--- config.mk ---
export PLATFORM = sky130hd
export DESIGN_NAME = maxpool2_layer
export DESIGN_NICKNAME = d
export VERILOG_FILES = /design/src/rtl/maxpool2_layer.sv
export SDC_FILE = /design/constraint.sdc
export NUM_CORES = 2
export LEC_CHECK = 0
export BUFFER_PORTS_ARGS = -buffer_cell sky130_fd_sc_hd__buf_2
export CAP_MARGIN = 10
export CORE_UTILIZATION = 47
export CTS_BUF_LIST = sky130_fd_sc_hd__clkbuf_8
export CTS_CLUSTER_SIZE = 28
export DETAILED_ROUTE_END_ITERATION = 16
export PLACE_DENSITY = 0.67
export SETUP_SLACK_MARGIN = 0.3
export SLEW_MARGIN = 5
export SYNTH_ARGS = -nofsm -noshare
export SYNTH_HDL_FRONTEND = slang
export SYNTH_SLANG_ARGS = --single-unit
--- constraint.sdc ---
create_clock -name clk -period 27.7 [get_ports clk]
set_input_delay 4.155 -clock clk [delete_from_list [all_inputs] [get_ports clk]]
set_output_delay 4.155 -clock clk [all_outputs]
set_load 0.01 [all_outputs]
--- src/rtl/maxpool2_layer.sv ---
// 2x2 stride-2 signed max pooling over nine parallel channels of a raster-order feature map.
// One pooled sample per channel is emitted one cycle after the bottom-right pixel of each window.
module maxpool2_layer #(
  parameter int WIDTH     = 8,
  parameter int HEIGHT    = 8,
  parameter int DATA_BITS = 16
) (
  input  logic                        clk,
  input  logic                        rst,
  input  logic                        valid_in,
  input  logic signed [DATA_BITS-1:0] conv1_in,
  input  logic signed [DATA_BITS-1:0] conv2_in,
  input  logic signed [DATA_BITS-1:0] conv3_in,
  input  logic signed [DATA_BITS-1:0] conv4_in,
  input  logic signed [DATA_BITS-1:0] conv5_in,
  input  logic signed [DATA_BITS-1:0] conv6_in,
  input  logic signed [DATA_BITS-1:0] conv7_in,
  input  logic signed [DATA_BITS-1:0] conv8_in,
  input  logic signed [DATA_BITS-1:0] conv9_in,
  output logic signed [DATA_BITS-1:0] pool1_out,
  output logic signed [DATA_BITS-1:0] pool2_out,
  output logic signed [DATA_BITS-1:0] pool3_out,
  output logic signed [DATA_BITS-1:0] pool4_out,
  output logic signed [DATA_BITS-1:0] pool5_out,
  output logic signed [DATA_BITS-1:0] pool6_out,
  output logic signed [DATA_BITS-1:0] pool7_out,
  output logic signed [DATA_BITS-1:0] pool8_out,
  output logic signed [DATA_BITS-1:0] pool9_out,
  output logic                        valid_out,
  output logic                        frame_done
);

  localparam int NCH = 9;
  localparam int HALF_W = WIDTH / 2;
  localparam int CW = (WIDTH  > 2) ? $clog2(WIDTH)  : 1;
  localparam int RW = (HEIGHT > 2) ? $clog2(HEIGHT) : 1;
  localparam int LW = (HALF_W > 1) ? $clog2(HALF_W) : 1;

  logic [CW-1:0] col_cnt;
  logic [RW-1:0] row_cnt;
  logic [LW-1:0] lidx;
  logic          last_col;
  logic          last_row;

  logic signed [DATA_BITS-1:0] din      [NCH];
  logic signed [DATA_BITS-1:0] hold     [NCH];
  logic signed [DATA_BITS-1:0] lbuf     [NCH][HALF_W];
  logic signed [DATA_BITS-1:0] pool     [NCH];
  logic signed [DATA_BITS-1:0] pair_max [NCH];
  logic signed [DATA_BITS-1:0] win_max  [NCH];

  function automatic logic signed [DATA_BITS-1:0] smax(
    input logic signed [DATA_BITS-1:0] a,
    input logic signed [DATA_BITS-1:0] b
  );
    return (a > b) ? a : b;
  endfunction

  assign din[0] = conv1_in;
  assign din[1] = conv2_in;
  assign din[2] = conv3_in;
  assign din[3] = conv4_in;
  assign din[4] = conv5_in;
  assign din[5] = conv6_in;
  assign din[6] = conv7_in;
  assign din[7] = conv8_in;
  assign din[8] = conv9_in;

  assign pool1_out = pool[0];
  assign pool2_out = pool[1];
  assign pool3_out = pool[2];
  assign pool4_out = pool[3];
  assign pool5_out = pool[4];
  assign pool6_out = pool[5];
  assign pool7_out = pool[6];
  assign pool8_out = pool[7];
  assign pool9_out = pool[8];

  assign lidx     = LW'(col_cnt >> 1);
  assign last_col = (col_cnt == CW'(WIDTH - 1));
  assign last_row = (row_cnt == RW'(HEIGHT - 1));

  // Top-row pair max goes to the line buffer; bottom-row pair max merges with it.
  always_comb begin
    for (int unsigned ch = 0; ch < NCH; ch++) begin
      pair_max[ch] = smax(hold[ch], din[ch]);
      win_max[ch]  = smax(lbuf[ch][lidx], pair_max[ch]);
    end
  end

  always_ff @(posedge clk or posedge rst) begin
    if (rst) begin
      col_cnt    <= '0;
      row_cnt    <= '0;
      valid_out  <= 1'b0;
      frame_done <= 1'b0;
      for (int unsigned ch = 0; ch < NCH; ch++) begin
        hold[ch] <= '0;
        pool[ch] <= '0;
        for (int unsigned i = 0; i < HALF_W; i++) lbuf[ch][i] <= '0;
      end
    end else begin
      valid_out  <= 1'b0;
      frame_done <= 1'b0;
      if (valid_in) begin
        if (last_col) begin
          col_cnt <= '0;
          row_cnt <= last_row ? '0 : row_cnt + 1'b1;
        end else begin
          col_cnt <= col_cnt + 1'b1;
        end
        if (!col_cnt[0]) begin
          for (int unsigned ch = 0; ch < NCH; ch++) hold[ch] <= din[ch];
        end else if (!row_cnt[0]) begin
          for (int unsigned ch = 0; ch < NCH; ch++) lbuf[ch][lidx] <= pair_max[ch];
        end else begin
          for (int unsigned ch = 0; ch < NCH; ch++) pool[ch] <= win_max[ch];
          valid_out  <= 1'b1;
          frame_done <= last_row && last_col;
        end
      end
    end
  end

endmodule

==> qor.yml <==
status:
  status: "finished clean"
finish:
  utilization_pct: 53.4
  num-nets-final: 5006
  drive_gt1_share_pct: 17.0
  n_fill_cell: 8373
  stdcell_count: 5940
  synthToLayoutAreaGrowth_pct: 12.5
worst_hold_path:
  hold_path_class: "flop to flop"
  whs_path_depth: 2
route:
  ant_nets: 0
  drt_wl_total_um: 115000
  routed-via-count: 33296
  vias_per_cell: 5.61
  dr.first_iter.drc_count: 2439
  wl_per_cell_um: 19.3
  dr.pass1.iters: 7
  route.detailed.drc: 0
clocking:
  insertion_delay_ns: 0.83
  cts_setup_buffers: 0
  cts.clk_slew.worst_paths_ns: 0.06
  cts_buffers: 156
  ctsHtreeMaxLevel: 4
  post_cts_resized: 0
  cts_num_sinks: 872
  cts_root_buffer: "clkbuf_8"
  hold_buffers: 0
  cts_tree: "yes"
  cts_buffer_depth: 3
place:
  gp_congestion: 0.847
  port_buffers: 292
  pre_cts_slack_ns: 18.18
  post-place-cells: 5663
  hpwl_um: 75600
power_and_ir_drop:
  p_per_area_mw_per_mm2: 130
  ir_drop_v: 0.0000737
  p_leak_uw: 0.0234
logic_synthesis:
  synth_top_area_cell: "dfrtp_1"
  ys_seq_elements: 872
  yosysMostFrequentCell: "dfrtp_1"
  yosys_warnings: 0
  synth_commonest_cells: "872 x dfrtp_1, 605 x nand2_1, 475 x o21ai_0"
  synth.distinct_cells: 62
  synth_top_area_share_pct: 49.4
  seq_area_frac_synth_pct: 49.4
  ys.flop_type: "dfrtp_1"
  synth_cells: 4339
  avgSynthCellArea_um2: 10.2
  synth_area_leaders: "dfrtp_1 49%, ha_1 8.3%, mux4_2 7.3%"
  post_synth_instance_area_mm2: 0.0442
  ys_async_sr_fraction_pct: 100
  synth_nets: 4778
  synth_edf_count: 0
sta:
  max_freq_ghz: 0.114
  worst_slack_ns: 18.93
  finalMaxSlewViolations: 0
  slew_headroom_pct: 19.0
  hold_viol: 0
  rsz0062_at_grt: "no"
  worst_pin_slew_ns: 1.21
  fin_crit_sh_pct: 31.6
  setup_tns_ns: 0
  skew_ns: 0.0416
  finalSetupViolCount: 0
  holdWs_ns: 0.470
  min_period_ns: 8.77
global_route:
  grt_overflow_total: 0
  grt_max_degree: 182
  grt_usage_pct: 24.6
  grt_pass1_vias: 33491
  grt_pass1_wl_um: 185000
  antenna_found_initial: 5
die:
  fp.dieW_um: 309
  start_util_pct: 47.4
  fp-row-count: 112
  die_h_um: 309
  core_area_mm2: 0.0932
  io_pins: 293
  die-area_mm2: 0.0953
setup_path:
  slowest_stage: "nand2_1"
  crit_cells: 18
  worstSetupPathType: "primary input to flop"
  worst-path-buf-inv: 2
  cp_slowest_stage_delay_ns: 0.76
  crit_fanout: 30
  reg2reg_depth: 16
  critPathCaptureType: "flop"
  crit_family: "simple AND/OR/NAND/NOR gates"
  worstPathCellList: "buf_2 > inv_1 > ha_1 > nand4_1 > nor4_1 > o21a_1 > o211ai_1 > nand2_1 > a21oi_1 > ha_1 > nand4_1 > or3_1 > a21oi_1 > nor2_1 > or2_1 > o211a_1 > a2111oi_0 > nor2_1"
  arrival_ns: 9.46
  startpoint_type: "primary input"
  r2r_setup_slack_ns: 21.93
  worst_ep_required_time_ns: 28.40
flow_run:
  drv_cap: 0
sequential cells by signal (all words and copies together), names as in the netlist:
| signal | cells |
|---|---|
| pool6_out | 16 |
| pool1_out | 16 |
| pool2_out | 16 |
| valid_out | 1 |
| pool7_out | 16 |
| row_cnt | 3 |
| hold | 144 |
| pool4_out | 16 |
| col_cnt | 3 |
| frame_done | 1 |
| pool8_out | 16 |
| lbuf | 576 |
| pool9_out | 16 |
| pool5_out | 16 |
| pool3_out | 16 |
cell type report:
class	instances	area, um^2	share of cell area (%)
inverter	205	778	1.56
sequential	872	21800	43.9
clock inverter	81	470	0.946
multi-input combinational	2989	20600	41.4
antenna	6	15.0	0.0302
clock buffer	190	2620	5.26
tap	1254	1570	3.15
timing repair buffer	343	1880	3.78
worst min-delay path: cells and delay by family (launching register included):
| family | cells | cell delay, ns |
|---|---|---|
| and+or+nand+nor | 1 | 0.04 |
| AOI/OAI and AO/OA | 1 | 0.06 |
| DFF | 1 | 0.33 |
layer usage:
layer / vias up / GRT usage, % / wire length (um)
li1: 15901 / - / -
met1: 16381 / 34.1 / 52300
met5: - / 0 / 13
met3: 216 / 4.40 / 5770
met4: 2 / 7.91 / 2880
met2: 796 / 39.2 / 53900
path summary, 6_finish.rpt:
| check | startpoint | endpoint |
|---|---|---|
| worst min register to register | lbuf[448] | lbuf[448] |
| worst max register to register | hold[95] | pool4_out[14] |
| min in group asynchronous | rst | hold[103] |
| max in group asynchronous | rst | hold[24] |
| worst max-delay path | conv4_in[15] | pool4_out[14] |
| worst min-delay path | lbuf[448] | lbuf[448] |
cell families (layout without fill, tap and decap cells):
group	Yosys count	count (layout)	share of synthesized area, %
other	0	6	0
AND/OR/NAND/NOR	1254	1254	12.1
adder cells (fa/ha/maj)	292	292	8.27
buffers and inverters	478	819	4.22
multiplexers	298	298	11.2
AO/OA/AOI/OAI	1145	1145	14.9
flip-flops	872	872	49.4
metrics by stage:
| stage | instance area (um^2) | total power [uW] |
|---|---|---|
| floorplan | 44200 | 4360 |
| global placement | 46600 | 5170 |
| detailed placement | 46600 | 5260 |
| CTS | 49700 | 6500 |
| global route | 49700 | 6990 |
| finish | 49700 | 6460 |
placed cells by master, fill, tap and decap left out, drive strengths merged, types with 4 or more instances in the layout:
cell,instances
mux2,32
nor2,327
inv,259
nor2b,24
a2111oi,22
nor3,21
a211oi,13
diode,6
clkbuf,190
nor4,12
mux2i,122
ha,292
and4,6
o2bb2ai,15
o21ai,480
o211ai,119
a21oi,400
or2,5
nand2b,21
buf,343
or4,4
a21o,50
nand4,62
o21a,8
a222oi,15
nand2,605
mux4,144
or3,19
nand3,143
dfrtp,872
clkinv,20
clkinvlp,4
power breakdown:
part / leakage [uW] / switching (uW) / internal, uW
logic: 0.0109 / 1770 / 1240
clock network: 0.00178 / 552 / 648
registers: 0.0107 / 383 / 1850
total: 0.0234 / 2710 / 3750
(Power assumes the default switching activity.)
